==> src/rtl/fir_decim_fifo.sv <==
// Decimate, round/saturate 16-bit filter samples to 8 bits, buffer in a FWFT FIFO; 2 edges accept-to-out_valid.
// No input backpressure: a kept sample that finds the FIFO full (and no pop) is dropped and flagged sticky.
module fir_decim_fifo #(
  parameter int DECIM = 2,
  parameter int SHIFT = 4,
  parameter int DEPTH = 8
) (
  input  logic                      clk,
  input  logic                      reset,
  input  logic signed [15:0]        y_in,
  input  logic                      in_valid,
  output logic signed [7:0]         out_data,
  output logic                      out_valid,
  input  logic                      out_ready,
  output logic [$clog2(DEPTH):0]    level,
  output logic                      overflow
);

  localparam int PW   = (DECIM > 1) ? $clog2(DECIM) : 1;
  localparam int AW   = $clog2(DEPTH);
  localparam int LW   = AW + 1;
  localparam int HALF = 1 << (SHIFT - 1);

  logic [PW-1:0]        phase;
  logic                 keep;
  logic signed [16:0]   rounded;
  logic signed [16:0]   shifted;
  logic signed [7:0]    scaled;

  logic                 stage_vld;
  logic signed [7:0]    stage_dat;

  logic signed [7:0]    mem [DEPTH];
  logic [AW-1:0]        wr_ptr;
  logic [AW-1:0]        rd_ptr;
  logic                 full;
  logic                 pop;
  logic                 push;
  logic                 drop;

  assign keep    = in_valid && (phase == '0);
  assign rounded = {y_in[15], y_in} + 17'(HALF);
  assign shifted = rounded >>> SHIFT;

  always_comb begin
    scaled = shifted[7:0];
    if (shifted > 17'sd127)
      scaled = 8'sd127;
    else if (shifted < -17'sd128)
      scaled = -8'sd128;
  end

  assign full      = (level == LW'(DEPTH));
  assign out_valid = (level != '0);
  assign out_data  = out_valid ? mem[rd_ptr] : '0;
  assign pop       = out_valid && out_ready;
  // A pop frees the head slot on the same edge, so a full FIFO still takes the stage sample.
  assign push      = stage_vld && (!full || pop);
  assign drop      = stage_vld && full && !pop;

  always_ff @(posedge clk or negedge reset) begin
    if (!reset) begin
      phase     <= '0;
      stage_vld <= 1'b0;
      stage_dat <= '0;
      wr_ptr    <= '0;
      rd_ptr    <= '0;
      level     <= '0;
      overflow  <= 1'b0;
    end else begin
      if (in_valid)
        phase <= (phase == PW'(DECIM - 1)) ? '0 : phase + PW'(1);
      stage_vld <= keep;
      if (keep)
        stage_dat <= scaled;
      if (push)
        wr_ptr <= wr_ptr + AW'(1);
      if (pop)
        rd_ptr <= rd_ptr + AW'(1);
      if (push && !pop)
        level <= level + LW'(1);
      else if (pop && !push)
        level <= level - LW'(1);
      if (drop)
        overflow <= 1'b1;
    end
  end

  always_ff @(posedge clk) begin
    if (push)
      mem[wr_ptr] <= stage_dat;
  end

endmodule

==> config.mk <==
export PLATFORM = sky130hd
export DESIGN_NAME = fir_decim_fifo
export DESIGN_NICKNAME = d
export VERILOG_FILES = /design/src/rtl/fir_decim_fifo.sv
export SDC_FILE = /design/constraint.sdc
export NUM_CORES = 1
export LEC_CHECK = 0
export BUFFER_PORTS_ARGS = -buffer_cell sky130_fd_sc_hd__buf_2
export CELL_PAD_IN_SITES_DETAIL_PLACEMENT = 0
export CELL_PAD_IN_SITES_GLOBAL_PLACEMENT = 1
export CORE_MARGIN = 5
export CORE_UTILIZATION = 56
export CTS_BUF_LIST = sky130_fd_sc_hd__clkbuf_8
export DETAILED_ROUTE_END_ITERATION = 6
export MAX_ROUTING_LAYER = met4
export PLACE_DENSITY_LB_ADDON = 0.12
export SYNTH_ARGS = -nofsm -noshare
export SYNTH_HDL_FRONTEND = slang
export SYNTH_SLANG_ARGS = --single-unit
export TNS_END_PERCENT = 30
==> constraint.sdc <==
create_clock -name clk -period 5.8 [get_ports clk]
set_input_delay 0.87 -clock clk [delete_from_list [all_inputs] [get_ports clk]]
set_output_delay 0.87 -clock clk [all_outputs]
set_load 0.005 [all_outputs]
==> impl_metrics.toml <==
[min_path]
hold_depth = 1
hp-class = "reg2reg"

[timing]
setup-tns-final_ps = 0
slew_violations = 0
worst_slack_ps = 2500
fin_crit_sh_pct = 56.9
maxSlewHeadroom_pct = 28.1
finalHoldViolations = 0
worstMarginPinSlew_ps = 1070
setup_viol = 0
skew_ps = 14.2
rsz0062_at_grt = "no"
final.min_clock_period_ps = 3300
fmax_mhz = 303

[route]
drcViolationCount = 0
postRouteAntennaNets = 0
vias = 2082
drtIter0Drc = 161
wl_per_cell_um = 18.0
first_pass_iters = 4
routed_wl_mm = 6.56
via_per_inst = 5.72

[grt]
use_met3_pct = 2.38
grt_pass1_wl_mm = 11.0
grt_overflow = 0
grt_pass1_vias = 2092
grt.met1_usage_pct = 23.7
globalRoute.busiestLayer = "met2"
use_met2_pct = 27.7
grt_max_degree = 22
antenna_found_initial = 0
grt_usage_pct = 17.7

[synth]
synth_area_per_cell_um2 = 15.6
syn-num-nets = 270
syn_area_um2 = 3780
synth_enable_flop_cells = 64
yosys-top-cells-count = "64 x edfxtp_1, 21 x dfrtp_1, 21 x nor2_1, 16 x mux4_2, 14 x nand2_1"
synthArstFlopShare_pct = 24.7
yosysUniqueCellTypes = 44
ys_warn_count = 0
yosys_register_bits = 85
synth-main-ff-cell = "edfxtp_1"
synth_top_area_share_pct = 50.8
syn_inst = 243
ys_seq_area_share_pct = 64.7
yosysTopAreaCell = "edfxtp_1"
synth.area.top_cells = "edfxtp_1 51%, dfrtp_1 14%, mux4_2 9.5%"
synth.most_common_cell = "edfxtp_1"

[floorplanning]
fp-row-count = 30
fp.dieH_um = 92.2
core_area_um2 = 6680
die-area_um2 = 8500
ios = 34
die_w_um = 92.2
start_util_pct = 56.6

[clock_network]
cts_buffers = 9
clkSinkCount = 85
hold_buffers = 0
clkTransAtPathRegs_ps = 90
clk_latency_ps = 350
cts_setup_buffers = 0
clk_path_buf_depth = 2
cts_tree = "done"
cts_resized = 0
root_buffer = "clkbuf_8"
ctsHtreeMaxLevel = 3

[placed_design]
pre_cts_ws_ps = 2560
hpwl_mm = 4.51
port_buffers = 30
place_congestion = 0.849
dp_cells = 348

[setup_path]
crit_slowest_cell = "dfrtp_1"
path_class = "reg2out"
path_max_fanout = 18
crit_required_ps = 4930
crit_arrival_ps = 2430
cp_num_cells = 4
cp_num_buf_inv = 1
rr_worst_depth = 11
endpoint_kind = "output pin"
critPathLaunchType = "register"
crit_chain = "mux4_2 > mux2i_1 > nor2_1 > buf_2"
path_delay_family = "flip-flops"
max_stage_delay_ps = 1050

[finish]
num_antenna_cells = 0
drive_gt1_share_pct = 26.4
final_net_count = 306
area_growth_pct = 11.5
fillerInstances = 504
stdcell_count = 364
register_area_um2 = 2450
multiInputGateArea_um2 = 1280

[outcome]
status = "completed"

[pwr]
vdd_ir_drop_max_mv = 0.278
power_leakage_uw = 0.00152
powerDensity_nw_per_um2 = 475

[flow_run]
drv_cap = 0
-- flip-flops by register name (all words and copies together) (netlist names) --
signal / count
stage_dat: 8
overflow: 1
mem: 64
stage_vld: 1
phase: 1
wr_ptr: 3
rd_ptr: 3
level: 4
-- placed cells by master (no fill, tap or decap), types with 3 or more instances in the layout --
cell and instances:
a21oi_1 5, buf_2 30, clkbuf_8 10, dfrtp_1 21
edfxtp_1 64, ha_1 6, inv_1 5, mux2i_1 11
mux4_2 16, nand2_1 14, nand2b_1 5, nand3_1 9
nand4_1 3, nor2_1 21, nor3_1 6, nor4_1 3
o21ai_1 6, xnor2_1 10, xor2_1 4
-- worst paths after layout --
check / startpoint / endpoint / slack (ps)
setup / recovery: rd_ptr[0] / out_data[6] / 2500
setup reg to reg: level[2] / level[3] / 2620
hold reg to reg: phase / phase / 460
min in group asynchronous: reset / level[2] / 470
max in group asynchronous: reset / stage_dat[6] / 4990
hold / removal: phase / phase / 460
-- cell families (layout without fill, tap and decap cells) --
logic type	after synthesis	count (layout)	synth area share (%)
flops	85	85	64.7
simple gates	70	70	9.75
mux	29	29	13.0
fa+ha+maj	7	7	2.51
buf+inv	13	54	1.39
xor+xnor	14	14	3.24
compound gates	25	25	5.42
-- stage by stage --
stage	util, %	cell area [µm²]	power [µW]	hold slack (ps)
final	63.1	4220	2000	464
after global routing	63.1	4220	2150	480
after CTS	63.1	4220	2030	465
after detailed placement	60.2	4020	1620	453
after global placement	60.2	4020	1600	447
after floorplan	-	3780	1420	433
-- where the power goes --
part / internal, µW / total, µW / switching [µW]
clock: 210 / 410 / 200
sequential: 847 / 1050 / 198
combinational: 315 / 549 / 235
total: 1370 / 2000 / 632
-- final cells by class --
cell class,instances,area share [%]
clock buffers,10,3.26
clock inverters,6,1.45
inverters,6,0.534
multi-input cells,145,30.5
flip-flops and latches,85,58.0
well taps,80,2.37
repair buffers,32,3.91
-- metal layers --
layer	routed length, µm	part of all wire, %	up-vias
li1	-	-	1015
met2	3230	49	47
met1	2990	46	1008
met3	229	3.5	12
met5	0	0	-
met4	108	1.6	0
Power figures use the tool's default switching activity.
